$ cat src/rtl/ctrl_axil_master.sv
// ctrl_axil_master: AXI4-Lite initiator for a control_s_axi register slave.
// Takes one register read or write command at a time from a sequencer or host FSM,
// runs the matching AXI4-Lite channel sequence, and returns the read data and the
// response code as a one-cycle completion pulse.
//
// Ports:
//   ap_clk, ap_rst_n              clock (rising edge), asynchronous active-low reset
//   cmd_valid/cmd_ready           command handshake (cmd_ready high only when idle)
//   cmd_write/addr/wdata/wstrb    command payload (1 = write, 0 = read)
//   rsp_valid/rsp_rdata/rsp_resp  completion pulse, read data (0 for writes), response
//   m_axi_aw*/w*/b*/ar*/r*        AXI4-Lite master channels
//
// Optional feature: define CTRL_AXIL_TIMEOUT_EN to enable a watchdog that abandons a
// transaction after TIMEOUT_CYCLES busy cycles and reports rsp_resp = 2'b11.
module ctrl_axil_master #(
   parameter int ADDR_WIDTH     = 12,
   parameter int DATA_WIDTH     = 32,
   parameter int TIMEOUT_CYCLES = 256
) (
   input  logic                    ap_clk,
   input  logic                    ap_rst_n,
   input  logic                    cmd_valid,
   output logic                    cmd_ready,
   input  logic                    cmd_write,
   input  logic [ADDR_WIDTH-1:0]   cmd_addr,
   input  logic [DATA_WIDTH-1:0]   cmd_wdata,
   input  logic [DATA_WIDTH/8-1:0] cmd_wstrb,
   output logic                    rsp_valid,
   output logic [DATA_WIDTH-1:0]   rsp_rdata,
   output logic [1:0]              rsp_resp,
   output logic                    m_axi_awvalid,
   input  logic                    m_axi_awready,
   output logic [ADDR_WIDTH-1:0]   m_axi_awaddr,
   output logic                    m_axi_wvalid,
   input  logic                    m_axi_wready,
   output logic [DATA_WIDTH-1:0]   m_axi_wdata,
   output logic [DATA_WIDTH/8-1:0] m_axi_wstrb,
   input  logic                    m_axi_bvalid,
   output logic                    m_axi_bready,
   input  logic [1:0]              m_axi_bresp,
   output logic                    m_axi_arvalid,
   input  logic                    m_axi_arready,
   output logic [ADDR_WIDTH-1:0]   m_axi_araddr,
   input  logic                    m_axi_rvalid,
   output logic                    m_axi_rready,
   input  logic [DATA_WIDTH-1:0]   m_axi_rdata,
   input  logic [1:0]              m_axi_rresp
);

   localparam int STRB_WIDTH = DATA_WIDTH / 8;
   localparam int ADDR_LSB   = $clog2(STRB_WIDTH);
   // Clears the byte-lane bits so every access is word aligned.
   localparam logic [ADDR_WIDTH-1:0] ADDR_MASK = {{(ADDR_WIDTH-ADDR_LSB){1'b1}}, {ADDR_LSB{1'b0}}};

   typedef enum logic [2:0] {
      S_IDLE    = 3'd0,
      S_WR_REQ  = 3'd1,
      S_WR_RESP = 3'd2,
      S_RD_REQ  = 3'd3,
      S_RD_DATA = 3'd4,
      S_DONE    = 3'd5
   } state_t;

   state_t                  state_q, state_d;
   logic                    cmd_ready_q, cmd_ready_d;
   logic                    rsp_valid_q, rsp_valid_d;
   logic [DATA_WIDTH-1:0]   rsp_rdata_q, rsp_rdata_d;
   logic [1:0]              rsp_resp_q, rsp_resp_d;
   logic                    awvalid_q, awvalid_d;
   logic                    wvalid_q, wvalid_d;
   logic                    bready_q, bready_d;
   logic                    arvalid_q, arvalid_d;
   logic                    rready_q, rready_d;
   logic [ADDR_WIDTH-1:0]   addr_q, addr_d;
   logic [DATA_WIDTH-1:0]   wdata_q, wdata_d;
   logic [STRB_WIDTH-1:0]   wstrb_q, wstrb_d;
   logic                    aw_fin_s, w_fin_s;

`ifdef CTRL_AXIL_TIMEOUT_EN
   localparam int CNT_W = $clog2(TIMEOUT_CYCLES + 1);
   localparam logic [CNT_W-1:0] CNT_LAST = CNT_W'(TIMEOUT_CYCLES - 1);
   logic [CNT_W-1:0] cnt_q, cnt_d;
   logic             busy_s;
`endif

   // Next-state and next-output computation for the whole transaction FSM.
   always_comb begin
      state_d     = state_q;
      rsp_valid_d = 1'b0;
      rsp_rdata_d = rsp_rdata_q;
      rsp_resp_d  = rsp_resp_q;
      awvalid_d   = awvalid_q;
      wvalid_d    = wvalid_q;
      bready_d    = bready_q;
      arvalid_d   = arvalid_q;
      rready_d    = rready_q;
      addr_d      = addr_q;
      wdata_d     = wdata_q;
      wstrb_d     = wstrb_q;
      // A channel counts as finished if its valid already dropped or it handshakes now.
      aw_fin_s    = !awvalid_q || m_axi_awready;
      w_fin_s     = !wvalid_q || m_axi_wready;

      case (state_q)
         S_IDLE: begin
            if (cmd_valid && cmd_ready_q) begin
               addr_d  = cmd_addr & ADDR_MASK;
               wdata_d = cmd_wdata;
               wstrb_d = cmd_wstrb;
               if (cmd_write) begin
                  state_d   = S_WR_REQ;
                  awvalid_d = 1'b1;
                  wvalid_d  = 1'b1;
               end else begin
                  state_d   = S_RD_REQ;
                  arvalid_d = 1'b1;
               end
            end else begin
               state_d = S_IDLE;
            end
         end
         S_WR_REQ: begin
            // AW and W retire independently; each valid drops after its own handshake.
            awvalid_d = awvalid_q && !m_axi_awready;
            wvalid_d  = wvalid_q && !m_axi_wready;
            if (aw_fin_s && w_fin_s) begin
               state_d  = S_WR_RESP;
               bready_d = 1'b1;
            end else begin
               state_d = S_WR_REQ;
            end
         end
         S_WR_RESP: begin
            if (m_axi_bvalid) begin
               state_d     = S_DONE;
               bready_d    = 1'b0;
               rsp_valid_d = 1'b1;
               rsp_resp_d  = m_axi_bresp;
               rsp_rdata_d = {DATA_WIDTH{1'b0}};
            end else begin
               state_d = S_WR_RESP;
            end
         end
         S_RD_REQ: begin
            if (m_axi_arready) begin
               state_d   = S_RD_DATA;
               arvalid_d = 1'b0;
               rready_d  = 1'b1;
            end else begin
               state_d = S_RD_REQ;
            end
         end
         S_RD_DATA: begin
            if (m_axi_rvalid) begin
               state_d     = S_DONE;
               rready_d    = 1'b0;
               rsp_valid_d = 1'b1;
               rsp_resp_d  = m_axi_rresp;
               rsp_rdata_d = m_axi_rdata;
            end else begin
               state_d = S_RD_DATA;
            end
         end
         S_DONE: begin
            state_d = S_IDLE;
         end
         default: begin
            state_d   = S_IDLE;
            awvalid_d = 1'b0;
            wvalid_d  = 1'b0;
            bready_d  = 1'b0;
            arvalid_d = 1'b0;
            rready_d  = 1'b0;
         end
      endcase

`ifdef CTRL_AXIL_TIMEOUT_EN
      busy_s = (state_q == S_WR_REQ) || (state_q == S_WR_RESP) ||
               (state_q == S_RD_REQ) || (state_q == S_RD_DATA);
      // A completion in the last allowed cycle wins over the watchdog.
      if (busy_s && (state_d != S_DONE)) begin
         if (cnt_q == CNT_LAST) begin
            state_d     = S_DONE;
            awvalid_d   = 1'b0;
            wvalid_d    = 1'b0;
            bready_d    = 1'b0;
            arvalid_d   = 1'b0;
            rready_d    = 1'b0;
            rsp_valid_d = 1'b1;
            rsp_resp_d  = 2'b11;
            rsp_rdata_d = {DATA_WIDTH{1'b0}};
            cnt_d       = {CNT_W{1'b0}};
         end else begin
            cnt_d = cnt_q + CNT_W'(1);
         end
      end else begin
         cnt_d = {CNT_W{1'b0}};
      end
`endif

      // cmd_ready is a register that is high exactly while the FSM sits in IDLE.
      cmd_ready_d = (state_d == S_IDLE);
   end

   // State and registered outputs; reset returns to IDLE with every output low.
   always_ff @(posedge ap_clk or negedge ap_rst_n) begin
      if (!ap_rst_n) begin
         state_q     <= S_IDLE;
         cmd_ready_q <= 1'b0;
         rsp_valid_q <= 1'b0;
         rsp_rdata_q <= {DATA_WIDTH{1'b0}};
         rsp_resp_q  <= 2'b00;
         awvalid_q   <= 1'b0;
         wvalid_q    <= 1'b0;
         bready_q    <= 1'b0;
         arvalid_q   <= 1'b0;
         rready_q    <= 1'b0;
         addr_q      <= {ADDR_WIDTH{1'b0}};
         wdata_q     <= {DATA_WIDTH{1'b0}};
         wstrb_q     <= {STRB_WIDTH{1'b0}};
      end else begin
         state_q     <= state_d;
         cmd_ready_q <= cmd_ready_d;
         rsp_valid_q <= rsp_valid_d;
         rsp_rdata_q <= rsp_rdata_d;
         rsp_resp_q  <= rsp_resp_d;
         awvalid_q   <= awvalid_d;
         wvalid_q    <= wvalid_d;
         bready_q    <= bready_d;
         arvalid_q   <= arvalid_d;
         rready_q    <= rready_d;
         addr_q      <= addr_d;
         wdata_q     <= wdata_d;
         wstrb_q     <= wstrb_d;
      end
   end

`ifdef CTRL_AXIL_TIMEOUT_EN
   // Watchdog counter of busy cycles for the current transaction.
   always_ff @(posedge ap_clk or negedge ap_rst_n) begin
      if (!ap_rst_n) begin
         cnt_q <= {CNT_W{1'b0}};
      end else begin
         cnt_q <= cnt_d;
      end
   end
`endif

   assign cmd_ready     = cmd_ready_q;
   assign rsp_valid     = rsp_valid_q;
   assign rsp_rdata     = rsp_rdata_q;
   assign rsp_resp      = rsp_resp_q;
   assign m_axi_awvalid = awvalid_q;
   assign m_axi_awaddr  = addr_q;
   assign m_axi_wvalid  = wvalid_q;
   assign m_axi_wdata   = wdata_q;
   assign m_axi_wstrb   = wstrb_q;
   assign m_axi_bready  = bready_q;
   assign m_axi_arvalid = arvalid_q;
   assign m_axi_araddr  = addr_q;
   assign m_axi_rready  = rready_q;

endmodule
$ cat config.mk
export PLATFORM = sky130hd
export DESIGN_NAME = ctrl_axil_master
export DESIGN_NICKNAME = d
export VERILOG_FILES = /design/src/rtl/ctrl_axil_master.sv
export SDC_FILE = /design/constraint.sdc
export NUM_CORES = 1
export LEC_CHECK = 0
export CORE_MARGIN = 2
export CORE_UTILIZATION = 40
export DETAILED_ROUTE_END_ITERATION = 12
export GPL_TIMING_DRIVEN = 1
export PLACE_DENSITY = 0.82
export REMOVE_ABC_BUFFERS = 1
export SLEW_MARGIN = 20
export SYNTH_ARGS = -nofsm -noshare
export SYNTH_HDL_FRONTEND = slang
export SYNTH_SLANG_ARGS = --single-unit
$ cat constraint.sdc
create_clock -name ap_clk -period 2.2 [get_ports ap_clk]
set_clock_uncertainty 0.15 [all_clocks]
set_input_delay 0.44 -clock ap_clk [delete_from_list [all_inputs] [get_ports ap_clk]]
set_output_delay 0.44 -clock ap_clk [all_outputs]
set_load 0.01 [all_outputs]
After elaboration in Yosys (flattened, before gate mapping). Index checks and enable logic that the tools add are counted.

Register bits: 90. Bits in latches: 0. Memory bits (writable): 0. Bits in read-only memories: 0. Bits of input ports: 93. Output and inout bits: 101. Logic and storage cells: 82. Memories: 0.

Add/sub/neg operators: 0. $mul: 0. Div/mod/pow operators: 0. Order comparisons: 0. Equality and inequality tests: 12. Shifts and indexed selects: 0. Multiplexer cells: 30. Bitwise operators: 4. Reduce and logical (&&, ||, !) cells: 23.

Operators by type and width (count): 32-bit two-way mux (2); 32-bit case mux with 2 select lines (1); 4-bit OR reduction (4); 1-bit case mux with 3 select lines (5); 3-bit case mux with 5 select lines (1); 2-bit != test, second input constant (7); 1-bit two-way mux (12); 3-bit AND reduction (4); 3-bit two-way mux (3); 2-bit two-way mux (4); 3-bit by 2-bit equality test with 1-bit output, second input constant (2); 3-bit equality test, second input constant (2); 3-bit zero test (2); 1-bit logical AND (4); 1-bit zero test (4); 1-bit inverter (4); 2-bit case mux with 2 select lines (1); 4-bit AND reduction (1); 3-bit by 1-bit equality test with 1-bit output, second input constant (1); 1-bit logical OR (2); 1-bit case mux with 2 select lines (1); 2-bit AND reduction (1); 2-bit nonzero test (1).

Depth between registers and ports, before layout. Gate-level depths: netlist (run 1).

Word-level depth: 6. Gate-level depth with buffers: 7. Mapped depth without buffers: 5.

Worst setup path after synthesis (run 1). No wires, ideal clock.

Path type: register to register. Start point: register state_q[0]. End point: register addr_q[10] (netlist: m_axi_araddr[10]). Setup time: 0.125 ns. Data arrival time: 1.302 ns. Required time: 1.925 ns. Path slack: 0.623 ns. Stages on the path, launching flop included: 7. Buffers on the path: 3. Cells stage by stage: dfrtp_1 -> buf_6 -> nor2_4 -> nand4_2 -> buf_6 -> buf_6 -> mux2_4.

Longest elaborated chain between the ends: 2.

Ends and longest elaborated chain: from (decl) (RTL line 64) `state_t state_q, state_d;`; from (signal assigned) (RTL line 222) `state_q <= state_d;`; 3-bit zero test (RTL line 104) `case (state_q)`; 2-bit AND reduction (no line); to (signal assigned) (RTL line 218) `addr_q <= {ADDR_WIDTH{1'b0}};`; to (signal assigned) (RTL line 232) `addr_q <= addr_d;`; to (decl) (RTL line 74) `logic [ADDR_WIDTH-1:0] addr_q, addr_d;`.

Every way passes these cells. A chain may end at the register's enable or synchronous reset.

Worst setup path after layout (run 1).
Start point: register awvalid_q (netlist: m_axi_awvalid). End point: output m_axi_awvalid.

RTL lines: from (decl) (RTL line 69) `logic awvalid_q, awvalid_d;`; from (signal assigned) (RTL line 227) `awvalid_q <= awvalid_d;`; to (decl) (RTL line 31) `output logic m_axi_awvalid,`.

No word-level cell between the ends.

==> impl_metrics.ini, run 1 <==
[global_routing]
grt_pass1_vias = 3086
grt_pass1_wl_um = 15100
antenna_found_initial = 0
grt_overflow = 0
grt_start_max_net_pins = 40
grt_use_total_pct = 18.9

[die]
die_x_um = 101
core_region_area_sq_mm = 0.00920
fp.dieArea_sq_mm = 0.0102
start_util_pct = 41.1
rows = 35
io_pins = 194
die_y_um = 101

[setup_path]
critPathTopFamily = buffers and inverters
reg2reg_depth = 4
startpoint_type = register
rr_startpoint = state_q[1]$_DFF_PN0_
critPathBufInv = 1
cp.arrival_ps = 1380
cp_max_fo = 6
critPathMaxStageDelay_ps = 570
crit_type = reg -> out
r2r_setup_slack_ps = 400
reg2reg_to = m_axi_wdata[30]$_DFFE_PN0N_
cp_cell_sequence = clkdlybuf4s50_1
cpMaxStageDelayCell = clkdlybuf4s50_1
required_ps = 1610
end_kind = primary output

[routing]
drc_errors = 0
vias = 2989
first_iter_violations = 58
first_pass_iters = 4
wl_per_cell_um = 15.8
ant_nets = 0
drt_wl_total_um = 9610
via_per_inst = 4.91

[logic_synthesis]
ys_types = 32
synth_top_area_share_pct = 59.6
synth.cell_area_sq_mm = 0.00378
synth.avg_cell_area_sq_um = 12.1
syn-instance-count = 312
ys_ff_latch = 90
synth.area.top_cells = dfrtp_1 60%, mux2_2 8.0%, mux2_4 7.5%
synth_top_cell_by_area = dfrtp_1
synth_seq_area_share_pct = 59.6
ys_warn_count = 0

[final_layout]
fin_cells = 609
fill_cells = 705
diodes = 0
final_common_cell = clkdlybuf4s50_1
mostFrequentLayoutCells = 186 x clkdlybuf4s50_1, 90 x dfrtp_1, 66 x nand2_1
nNetsFinal = 587
drive_gt1_share_pct = 15.9
syn2layout_area_growth_pct = 56.5
design_area_sq_mm = 0.00592

[clocking]
ctsResizeCount = 0
cts_sinks = 90
numCtsBuffers = 9
clockBufferDepth = 2
cts_tree = done
htree_levels = 3
clock_latency_ps = 350
clkTransAtPathRegs_ps = 100
cts_root_buffer = clkbuf_8

[power_and_ir_drop]
power_leakage_nw = 2.70
power_density_mw_per_mm2 = 1360
peakVddDrop_mv = 0.659

[timing]
hold_viol_final = 0
fmax_ghz = 0.508
setup_viol = 0
fin_setup_tns_ps = 0
period_minus_slack_ps = 1970
fin_crit_sh_pct = 89.5
slew_violations = 0
rsz0062_at_grt = no

[hold_path]
min-delay-start = rsp_rdata[25]$_DFFE_PN0P_
worstHoldPathCells = 2
worstHoldPathType = reg -> reg
hold-path-endpoint = rsp_rdata[25]$_DFFE_PN0P_

[placement]
numPortBuffers = 187
place_congestion = 0.877
placed_area_sq_mm = 0.00574
place_inst = 593
dp_hpwl_um = 7250

[outcome]
outcome = finished, final reports clean

[run]
cap_violations = 0
[final cells by class]
cell class | instances | area, sq um | share of cell area [%]
repair buffers | 199 | 2010 | 34.0
well taps | 111 | 139 | 2.35
multi-input cells | 189 | 1330 | 22.4
inverters | 5 | 18.8 | 0.317
clock inverters | 5 | 41.3 | 0.698
flip-flops and latches | 90 | 2250 | 38.1
clock buffers | 10 | 128 | 2.16
[timing repair]
item,in CTS,in global routing
hold buffers,1,0
buffers inserted,0,0
hold endpoints to repair,28,0
[per-layer routing]
metal / vias up / track usage (%) / routed length, um
met4: 0 / 8.21 / 292
li1: 1398 / - / -
met3: 25 / 6.76 / 908
met5: - / 0 / 0
met1: 1415 / 22.2 / 3800
met2: 151 / 31.2 / 4610
[worst max path at each step]
stage	from	end	slack, ps	cells after the start
after floorplan	state_q[1]$_DFF_PN0_	rsp_rdata[0]$_DFFE_PN0P_	-1050	5
after global placement	m_axi_bvalid	rsp_rdata[10]$_DFFE_PN0P_	120	8
after detailed placement	m_axi_bvalid	rsp_rdata[2]$_DFFE_PN0P_	70	8
after CTS	cmd_ready$_DFF_PN0_	cmd_ready	210	1
after global routing	m_axi_awvalid$_DFFE_PN0P_	m_axi_awvalid	180	1
final	m_axi_awvalid$_DFFE_PN0P_	m_axi_awvalid	230	1
[power breakdown]
group          internal [mW]  switching, mW  leakage (nW)  total, mW
combinational           2.45           1.61          1.48       4.05
clock                  0.413          0.585        0.0790      0.997
sequential              2.45          0.532          1.14       2.99
[cells by family after synthesis]
group / synth area share (%)
multiplexers: 16.4
other: 0.0992
flip-flops: 59.6
AO/OA/AOI/OAI: 3.67
AND/OR/NAND/NOR: 14.0
buffers and inverters: 6.25
[per-stage QoR]
stage	total power [mW]	util (%)	setup WS (ps)	hold WS [ps]
global route	8.56	64.4	178	348
global placement	6.97	62.4	122	245
detailed placement	7.11	62.4	73.9	249
CTS	8.13	64.4	214	324
floorplan	4.64	-	-1050	-5.59
finish	8.04	64.4	232	318
[worst min-delay path, cell delays in order, from the launching register on]
cell and delay [ps]:
dfrtp_1 350, nand2_1 50, nand2_1 40
[state kept, by name (all words and copies together) (netlist names), 2 cells and up]
register	count
m_axi_wstrb	4
state_q	3
m_axi_wdata	32
m_axi_araddr	10
rsp_rdata	32
rsp_resp	2
[synth_stat cells]
library cell,n
dfrtp_1,90
nand2_1,66
nand3_1,35
mux2_2,27
mux2_4,19
buf_4,15
buf_2,12
o21ai_0,6
a21oi_1,4
buf_6,4
inv_1,3
mux2i_1,3
nor2_1,3
a211oi_1,2
a31oi_1,2
inv_2,2
nor2b_1,2
o21ai_1,2
o221ai_1,2
a21o_1,1
a22o_1,1
a22oi_1,1
a32o_1,1
and3b_1,1
and4_1,1
conb_1,1
nand2b_1,1
nand4_2,1
nor2_4,1
nor3_2,1
nor3_4,1
nor4bb_1,1
No activity file was read; power rests on OpenSTA's default activity.
==> inputs of run 2 (changes only) <==
- CTS_CLUSTER_SIZE: not set -> 40
- TNS_END_PERCENT: not set -> 100
==> results of run 2 <==
Final layout, timing and power as in run 1 (identical DEF).
==> inputs of run 3 (changes only) <==
- PLACE_DENSITY: 0.82 -> 0.83
==> run 3 against run 2 <==
First-iteration DRC count decreased by 1.7%. Register-to-register slack got worse by 100 ps. Critical endpoint is now m_axi_wvalid. Critical path depth unchanged. Core utilization decreased by 0.095 points. Die area unchanged. Clock power about the same. Largest cell class unchanged. Critical path type unchanged. Largest power group unchanged. Final cell count unchanged. Via count decreased by 1.1%.
==> impl_metrics.ini, run 3 (synthesis gave the netlist of run 1 again) <==
[placement]
dp_hpwl_um = 7040
place_congestion = 0.838
numPortBuffers = 187
place_worst_setup_slack_ps = -73.6

[global_routing]
grt_start_max_net_pins = 42
grt_pass1_wl_um = 14900
grt_overflow = 0
grt_pass1_vias = 3032
use_met1_pct = 22.7
met3_usage_pct = 6.28
grt_use_total_pct = 18.3
use_met2_pct = 30.0
antenna_found_initial = 0
grt_busiest_layer = met2

[hold_path]
worstHoldPathType = reg -> reg

[final_layout]
mostFrequentLayoutCells = 186 x clkdlybuf4s50_1, 90 x dfrtp_1, 66 x nand2_1
final_common_cell = clkdlybuf4s50_1
syn2layout_area_growth_pct = 56.3
nNetsFinal = 586
drive_gt1_share_pct = 15.9
diodes = 0

[power_and_ir_drop]
power_leakage_nw = 2.69
peakVddDrop_mv = 0.542
power_density_mw_per_mm2 = 1360
finalPower_mw = 8.03

[timing]
rsz0062_at_grt = no
setup_viol = 0
hold_viol_final = 0
period_minus_slack_ps = 1950
slew_violations = 0
setup_slack_ps = 252
fmax_ghz = 0.513
fin_crit_sh_pct = 88.5

[clocking]
ctsResizeCount = 0
cts_tree = done
postCtsSetupRepairBufs = 0
cts_root_buffer = clkbuf_8
numCtsBuffers = 9
clock_latency_ps = 340
clockBufferDepth = 2
cts_sinks = 90
clkTransAtPathRegs_ps = 90
cts.hold.buffers_added = 1
htree_levels = 3

[outcome]
outcome = finished, final reports clean

[routing]
wl_per_cell_um = 15.4
vias = 2957
via_per_inst = 4.86
first_iter_violations = 57
drt_wl_total_um = 9400
drc_errors = 0
first_pass_iters = 6
ant_nets = 0

[setup_path]
critPathBufInv = 1
end_kind = primary output
cp.arrival_ps = 1360
critPathTopFamily = buffers and inverters
cp_cell_sequence = clkdlybuf4s50_1
cp_max_fo = 6
startpoint_type = register
critPathMaxStageDelay_ps = 580
r2r_setup_slack_ps = 300
cpMaxStageDelayCell = clkdlybuf4s50_1
required_ps = 1610
crit_type = reg -> out

[run]
cap_violations = 0

[die]
start_util_pct = 41.1
core_region_area_sq_mm = 0.00920
die_y_um = 101
rows = 35
io_pins = 194
fp.dieArea_sq_mm = 0.0102
die_x_um = 101
==> run 3: layer usage <==
layer  up-vias  wire, um
li1       1399         -
met1      1398      3970
met2       149      4490
met3        11       815
met4         0       125
met5         -         0
==> run 3: worst register-to-register path: cells and delay by family (launching register included) <==
family | cells | cell delay, ps
flops | 1 | 620
buf+inv | 2 | 460
simple gates | 2 | 450
compound gates | 2 | 110
==> run 3: area by class of cell <==
cell class | instances | area [sq um]
Sequential cell | 90 | 2250
Inverter | 5 | 18.8
Tap cell | 111 | 139
Timing Repair Buffer | 198 | 1990
Clock inverter | 5 | 38.8
Fill cell | 694 | 3290
Multi-Input combinational cell | 189 | 1330
Clock buffer | 11 | 141
==> run 3: power by group <==
part	switching [mW]	internal [mW]	total (mW)
Combinational	1.59	2.42	4.00
Clock	0.587	0.446	1.03
Sequential	0.541	2.45	2.99
Total	2.71	5.32	8.03
==> run 3: worst paths after layout <==
check | from | endpoint | cells past startpoint
max | m_axi_wvalid$_DFFE_PN0P_ | m_axi_wvalid | 1
min reg2reg | rsp_rdata[6]$_DFFE_PN0P_ | rsp_rdata[6]$_DFFE_PN0P_ | 2
max reg2reg | state_q[1]$_DFF_PN0_ | rsp_resp[1]$_DFFE_PN0P_ | 6
min in group asynchronous | ap_rst_n | m_axi_araddr[9]$_DFFE_PN0N_ | 2
max in group asynchronous | ap_rst_n | m_axi_wdata[13]$_DFFE_PN0N_ | 3
min | rsp_rdata[6]$_DFFE_PN0P_ | rsp_rdata[6]$_DFFE_PN0P_ | 2
==> run 3: stage by stage <==
step	util (%)	hold WS, ps	std cells	TNS (ps)	area [sq um]
floorplan	-	-5.59	284	-55810	3570
global placement	62.2	273	592	0	5720
detailed placement	62.2	283	592	-1410	5720
CTS	64.3	324	609	0	5910
global route	64.3	349	609	0	5910
finish	64.3	317	609	0	5910
